`src/rtl/controlador_de_carga.sv`:
```
// controlador_de_carga
//   Boot-time loader and address arbiter for the instruction memory.
//   Receives a program as a byte stream: a 16-bit word count N (MSB first)
//   followed by 4*N bytes. It assembles big-endian 32-bit words and writes
//   them to consecutive addresses starting at 0. While loading, it drives
//   the memory address bus. When loading ends, the bus follows the CPU PC
//   and the CPU is released.
//
// Ports
//   clock            system clock, rising edge
//   reset            asynchronous, active-low reset
//   iniciar          one-cycle start request
//   byte_dado        incoming program byte
//   byte_valido      byte_dado is valid
//   byte_pronto      loader accepts a byte this cycle
//   pc               CPU fetch address
//   mem_endereco     instruction memory address (pc or write index)
//   mem_escrita      instruction memory write strobe
//   mem_dado         instruction memory write data (0 when not writing)
//   cpu_habilitar    CPU may run
//   carga_concluida  program fully loaded
//   erro             header rejected (N > MEM_SIZE)
module controlador_de_carga #(
    parameter int ADDR_WIDTH = 26,
    parameter int MEM_SIZE   = 30
) (
    input  logic                  clock,
    input  logic                  reset,
    input  logic                  iniciar,
    input  logic [7:0]            byte_dado,
    input  logic                  byte_valido,
    output logic                  byte_pronto,
    input  logic [ADDR_WIDTH-1:0] pc,
    output logic [ADDR_WIDTH-1:0] mem_endereco,
    output logic                  mem_escrita,
    output logic [31:0]           mem_dado,
    output logic                  cpu_habilitar,
    output logic                  carga_concluida,
    output logic                  erro
);

    typedef enum logic [2:0] {
        OCIOSO,
        CABECALHO,
        PALAVRA,
        ESCREVE,
        CONCLUIDO,
        ERRO
    } estado_t;

    estado_t               estado;
    logic [15:0]           n_palavras;
    logic [ADDR_WIDTH-1:0] indice;
    logic [1:0]            contador;
    logic [31:0]           palavra;
    logic                  usa_pc;

    logic                  aceita;
    logic [15:0]           n_novo;
    logic [31:0]           palavra_nova;
    logic [ADDR_WIDTH-1:0] indice_novo;

    assign aceita       = byte_valido && byte_pronto;
    assign n_novo       = {n_palavras[7:0], byte_dado};
    assign palavra_nova = {palavra[23:0], byte_dado};
    assign indice_novo  = indice + ADDR_WIDTH'(1);

    // The only combinational path to an output: PC pass-through when idle,
    // done or in error; otherwise the write index.
    assign mem_endereco = usa_pc ? pc : indice;

    // Outputs are registered alongside the state: each transition sets the
    // outputs that belong to the state being entered.
    always_ff @(posedge clock or negedge reset) begin
        if (!reset) begin
            estado          <= OCIOSO;
            n_palavras      <= '0;
            indice          <= '0;
            contador        <= '0;
            palavra         <= '0;
            usa_pc          <= 1'b1;
            byte_pronto     <= 1'b0;
            mem_escrita     <= 1'b0;
            mem_dado        <= '0;
            cpu_habilitar   <= 1'b0;
            carga_concluida <= 1'b0;
            erro            <= 1'b0;
        end else begin
            // ESCREVE lasts exactly one cycle, so the strobe and data
            // default low and are raised only on entry to ESCREVE.
            mem_escrita <= 1'b0;
            mem_dado    <= '0;

            case (estado)
                OCIOSO, CONCLUIDO, ERRO: begin
                    if (iniciar) begin
                        estado          <= CABECALHO;
                        n_palavras      <= '0;
                        indice          <= '0;
                        contador        <= '0;
                        palavra         <= '0;
                        usa_pc          <= 1'b0;
                        byte_pronto     <= 1'b1;
                        cpu_habilitar   <= 1'b0;
                        carga_concluida <= 1'b0;
                        erro            <= 1'b0;
                    end
                end

                CABECALHO: begin
                    if (aceita) begin
                        n_palavras <= n_novo;
                        contador   <= contador + 2'd1;
                        if (contador == 2'd1) begin
                            contador <= '0;
                            if (n_novo > 16'(MEM_SIZE)) begin
                                estado      <= ERRO;
                                byte_pronto <= 1'b0;
                                usa_pc      <= 1'b1;
                                erro        <= 1'b1;
                            end else if (n_novo == '0) begin
                                estado          <= CONCLUIDO;
                                byte_pronto     <= 1'b0;
                                usa_pc          <= 1'b1;
                                cpu_habilitar   <= 1'b1;
                                carga_concluida <= 1'b1;
                            end else begin
                                estado <= PALAVRA;
                                indice <= '0;
                            end
                        end
                    end
                end

                PALAVRA: begin
                    if (aceita) begin
                        palavra  <= palavra_nova;
                        contador <= contador + 2'd1;
                        if (contador == 2'd3) begin
                            estado      <= ESCREVE;
                            byte_pronto <= 1'b0;
                            mem_escrita <= 1'b1;
                            mem_dado    <= palavra_nova;
                        end
                    end
                end

                ESCREVE: begin
                    indice <= indice_novo;
                    if (indice_novo == ADDR_WIDTH'(n_palavras)) begin
                        estado          <= CONCLUIDO;
                        usa_pc          <= 1'b1;
                        cpu_habilitar   <= 1'b1;
                        carga_concluida <= 1'b1;
                    end else begin
                        estado      <= PALAVRA;
                        byte_pronto <= 1'b1;
                    end
                end

                default: begin
                    estado      <= OCIOSO;
                    usa_pc      <= 1'b1;
                    byte_pronto <= 1'b0;
                end
            endcase
        end
    end

endmodule

```
`config.mk`:
```
export PLATFORM = sky130hd
export DESIGN_NAME = controlador_de_carga
export DESIGN_NICKNAME = d
export VERILOG_FILES = /design/src/rtl/controlador_de_carga.sv
export SDC_FILE = /design/constraint.sdc
export NUM_CORES = 1
export LEC_CHECK = 0
export CAP_MARGIN = 15
export CORE_ASPECT_RATIO = 0.7
export CORE_MARGIN = 2
export CORE_UTILIZATION = 34
export CTS_CLUSTER_DIAMETER = 60
export DETAILED_ROUTE_END_ITERATION = 7
export SLEW_MARGIN = 30
export SYNTH_ARGS = -nofsm -noshare
export SYNTH_HDL_FRONTEND = slang
export SYNTH_SLANG_ARGS = --single-unit
```
`constraint.sdc`:
```
create_clock -name clock -period 5.3 [get_ports clock]
set_input_delay 1.59 -clock clock [delete_from_list [all_inputs] [get_ports clock]]
set_output_delay 1.59 -clock clock [all_outputs]
set_load 0.02 [all_outputs]
```
# Yosys cells after proc, flatten, opt, wreduce, memory -nomap -nowiden
# Cells that the tools add are included.
[op_classes]
n_shift = 0
n_addsub = 2
magnitude_cmp = 1
div = 0
n_eq_ne = 20
reduce_logical = 17
bitwise_logic = 1
n_mul = 0
mux = 57
[ops]
columns = ["cell", "n"]
rows = [
  ["26-bit two-way mux", 6],
  ["32-bit two-way mux", 3],
  ["26-bit case mux with 3 select lines", 1],
  ["24-bit two-way mux", 2],
  ["24-bit case mux with 2 select lines", 1],
  ["16-bit two-way mux", 2],
  ["16-bit case mux with 2 select lines", 1],
  ["26-bit by 1-bit adder with 26-bit output, second input constant", 1],
  ["26-bit by 16-bit equality test with 1-bit output", 1],
  ["3-bit two-way mux", 8],
  ["1-bit two-way mux", 23],
  ["2-bit != test, second input constant", 11],
  ["16-bit by 5-bit > comparator with 1-bit output, second input constant", 1],
  ["16-bit logical NOT", 1],
  ["7-bit AND reduction", 2],
  ["3-bit case mux with 4 select lines", 1],
  ["6-bit AND reduction", 2],
  ["5-bit AND reduction", 2],
  ["2-bit two-way mux", 4],
  ["1-bit case mux with 4 select lines", 2],
  ["3-bit by 2-bit equality test with 1-bit output, second input constant", 2],
  ["3-bit equality test, second input constant", 2],
  ["2-bit case mux with 3 select lines", 1],
  ["3-bit AND reduction", 2],
  ["14 further kinds", 16],
]
[word_totals]
regBits = 108
output_inout_bits = 63
mem_bits_rw = 0
rom_bits = 0
memories = 0
latchBits = 0

# Longest topological paths before layout
[depth]
ltp_word = 6
ltp_mapped = 9
depth_no_buf = 8

# Least setup slack after synthesis
# OpenSTA, ideal clock, no wires.
[synth_path]
kind = "input port to output port"
start = "input port pc[0]"
end = "output port mem_endereco[0]"
arrival_ns = 1.895
setup_slack_ns = 1.815
n_path_buf = 0
cell_stages = 1
t_required_ns = 3.710
cell_sequence = "mux2_2"
[synth_between]
elab_chain_len = 1
[synth_lines]
columns = ["element", "line_no", "text"]
rows = [
  ["start, declared", "33", "input logic [ADDR_WIDTH-1:0] pc,"],
  ["26-bit two-way mux", "70", "assign mem_endereco = usa_pc ? pc : indice;"],
  ["end, declared", "34", "output logic [ADDR_WIDTH-1:0] mem_endereco,"],
]
# Every way passes these cells.

# Final worst setup path
[layout_path]
start = "input port pc[4]"
end = "output port mem_endereco[4]"
# Same word-level chain as after synthesis.

==> impl_metrics.csv <==
group,metric,value,unit
route,routed_wl,14400,um
finish,drive_gt1_frac,0.102,
place,postPlaceCellArea,6810,sq um
clock_tree,cts_sinks,108,
route,route.detailed.drc,0,
yosys,synth_edf_count,0,
worst_setup_path,cpMostUsedCell,"clkdlybuf4s50_1",
hold_path,min_path_type,"reg -> reg",
global_route,grtUsageTotal,0.169,
yosys,syn_nets,658,
clock_tree,clkLatencyLatePin,0.35,ns
finish,antennaDiodeCount,0,
timing,setup_tns,0,ns
worst_setup_path,r2r_end,"byte_pronto",
timing,worst_pin_slew,0.795,ns
timing,min_period,4.41,ns
finish,synthToLayoutAreaGrowth,26.0,%
finish,multiInputGateArea,2780,sq um
floorplan,dieHeight,112,um
floorplan,die-area,17700,sq um
worst_setup_path,path_cells,"clkdlybuf4s50_1 > nand2_1 > o21ai_0 > clkdlybuf4s50_1",
clock_tree,cts_setup_buffers,0,
yosys,synth_cells,616,
global_route,grt_antenna_before_repair,0,
route,final_antenna_net_count,0,
worst_setup_path,cp_max_fo,1,
global_route,met1_usage,0.246,
worst_setup_path,critPathSlowestCell,"clkdlybuf4s50_1",
yosys,ys.flop_type,"dfrtp_1",
worst_setup_path,end_kind,"primary output",
worst_setup_path,crit_buf_inv,2,
clock_tree,cts_hold_buf,0,
global_route,grt_util_met2,0.256,
run,drv_cap,0,
clock_tree,path_clk_slew,0.07,ns
power,total_power,3.04,mW
floorplan,start_util,0.348,
global_route,grt_pass1_wl,23700,um
floorplan,core_region_area,16300,sq um
worst_setup_path,crit_start,"pc[4]",
yosys,yosysSeqAreaShare,0.477,
yosys,ys_warn_count,0,
route,vias,4759,
yosys,async_reset_ff_frac,1.00,
global_route,grt_overflow,0,
place,dp_hpwl,10000,um
run_status,status,"completed",
power,p_per_area,425,nW/um^2
finish,nets,730,
clock_tree,ctsResizeCount,0,
route,routedWlPerCell,15.7,um
clock_tree,cts_buffers,9,
yosys,yosysUniqueCellTypes,61,
place,portBuffers,100,
power,irDropWorstVdd,206,uV
global_route,use_met3,0.0319,
clock_tree,root_buffer,"clkbuf_16",
timing,final_hold_viol_count,0,
timing,setup_violations,0,
hold_path,hold_depth,2,
worst_setup_path,max_stage_delay,0.62,ns
yosys,syn_area,5670,sq um
worst_setup_path,cp.required,3.71,ns
worst_setup_path,crit_type,"in -> out",
route,drtPass1Iterations,4,
worst_setup_path,r2r-start,"indice[2]",
timing,report.final.slew_viol_count,0,
worst_setup_path,cp.arrival,2.82,ns
hold_path,min-delay-start,"palavra[17]",
timing,fmax,227,MHz
clock_tree,clockBufferDepth,2,
worst_setup_path,r2r_slack,2.14,ns
floorplan,rows,39,
hold_path,min_to,"palavra[17]",
global_route,grt_max_degree,57,
clock_tree,htree_levels,3,
finish,nFillCells,1623,
yosys,avgSynthCellArea,9.20,sq um
timing,finClkSkew,0.00849,ns
worst_setup_path,critPathLaunchType,"input port",
floorplan,dieWidth,158,um
finish,seqCellArea,2700,sq um
clock_tree,cts_tree,"yes",
yosys,yosys_register_bits,108,
finish,fin_area,7140,sq um
global_route,grt_pass1_vias,4552,
global_route,grt_busiest_layer,"met2",
route,drtIter0Drc,296,
route,viasPerCell,5.18,
finish,fin_cells,918,
timing,slew-limit-headroom,0.470,
timing,rsz0062_at_grt,"no",
worst_setup_path,cp_top_family,"buffers and inverters",
place,routabilityCongestion,0.824,
timing,finalCritPeriodShare,0.832,
floorplan,num_io_pins,101,
place,dpl.cell_count,902,
worst_setup_path,r2r_cells,7,
power,p_leak,3.13,nW
-- power by group --
group          switching [mW]  total [mW]  internal, mW
sequential              0.196        1.15         0.950
combinational           0.693        1.19         0.498
clock                   0.325       0.699         0.374
total                    1.21        3.04          1.82
-- registers in the layout, summed over array words and instances, names as in the netlist --
name,count
mem_escrita,1
carga_concluida,1
usa_pc,1
palavra,24
byte_pronto,1
erro,1
contador,2
estado,3
mem_dado,32
n_palavras,16
indice,26
-- through the flow --
stage	hold slack, ns	setup WS (ns)	utilization
6_report	0.463	0.893	0.438
2_1_floorplan	0.430	1.81	-
5_1_grt	0.485	0.854	0.438
3_3_place_gp	0.445	0.890	0.417
4_1_cts	0.468	0.878	0.437
3_5_place_dp	0.452	0.879	0.418
-- routing by layer --
metal	wire length [um]	vias to the layer above
met5	0	-
met4	189	0
met3	596	11
met2	6480	100
met1	7110	2349
li1	-	2299
-- logic make-up after synthesis --
| kind of cell | count (synthesis) | share of synthesized area |
|---|---|---|
| AO/OA/AOI/OAI | 125 | 0.133 |
| XOR/XNOR | 19 | 0.0294 |
| adder cells (fa/ha/maj) | 4 | 0.00883 |
| buffers and inverters | 53 | 0.0413 |
| flip-flops | 108 | 0.477 |
| multiplexers | 30 | 0.0587 |
| AND/OR/NAND/NOR | 277 | 0.252 |
-- cell type report --
| class | count | area share |
|---|---|---|
| inverter | 9 | 0.00473 |
| clock buffer | 9 | 0.0315 |
| sequential | 108 | 0.379 |
| clock inverter | 7 | 0.0117 |
| timing repair buffer | 105 | 0.145 |
| tap | 225 | 0.0394 |
| multi-input combinational | 455 | 0.389 |
-- worst max-delay path by stage --
stage | end | slack (ns) | cells past startpoint
floorplan | mem_endereco[0] | 1.81 | 1
global placement | mem_endereco[4] | 0.89 | 4
detailed placement | mem_endereco[4] | 0.88 | 4
CTS | mem_endereco[4] | 0.88 | 4
global route | mem_endereco[4] | 0.85 | 4
finish | mem_endereco[4] | 0.89 | 4
-- cell usage in the layout, fill, tap and decap left out, types with 4 or more instances in the layout --
cell / synthesis / layout
and2_1: 36 / 36
dfrtp_1: 107 / 107
nand2_1: 109 / 108
xor2_1: 10 / 10
o211ai_1: 4 / 4
nand4_1: 7 / 7
nor2_1: 32 / 32
xnor2_1: 9 / 9
ha_1: 4 / 4
a21oi_1: 17 / 17
and3_1: 8 / 7
nand3_1: 39 / 39
clkdlybuf4s50_1: 0 / 99
nor3_1: 9 / 7
clkbuf_16: 0 / 9
a31oi_1: 9 / 8
nor2b_1: 4 / 4
buf_4: 4 / 6
mux2_2: 26 / 26
inv_1: 9 / 9
or3_1: 4 / 4
o31ai_1: 7 / 7
mux2i_1: 4 / 4
o21ai_0: 60 / 60
-- Yosys cell counts, drive strengths merged, types with 2 or more instances --
cell type  instances  area [sq um]
clkbuf            29           110
a21oi             19           103
nand3b             3          22.5
nor2              32           120
or3                4          25.0
nor2b              4          25.0
or4                4          31.3
o22ai              2          12.5
nor4               8          98.9
a211oi             3          22.5
nand4              9          86.3
ha                 4          50.1
xor2              10          87.6
and2              36           225
nor3              10          61.3
a21o               3          22.5
inv                9          33.8
xnor2              9          78.8
o211ai             4          30.0
nand2b             3          18.8
or2                4          25.0
mux2i              4          40.0
buf               15          90.1
and3               8          50.1
nand3             40           205
o311ai             2          17.5
mux2              26           293
a31oi              9          56.3
nor3b              2          15.0
o21ai             62           310
nand2            109           409
o31ai              7          52.6
o41ai              2          17.5
dfrtp            107          2680
-- worst register-to-register path: cells and delay by family, from the launching register on --
kind            cells  cell delay [ns]
compound gates      3             0.56
flops               1             0.54
mux                 1             0.26
simple gates        3             1.70
Power figures use the tool's default switching activity.
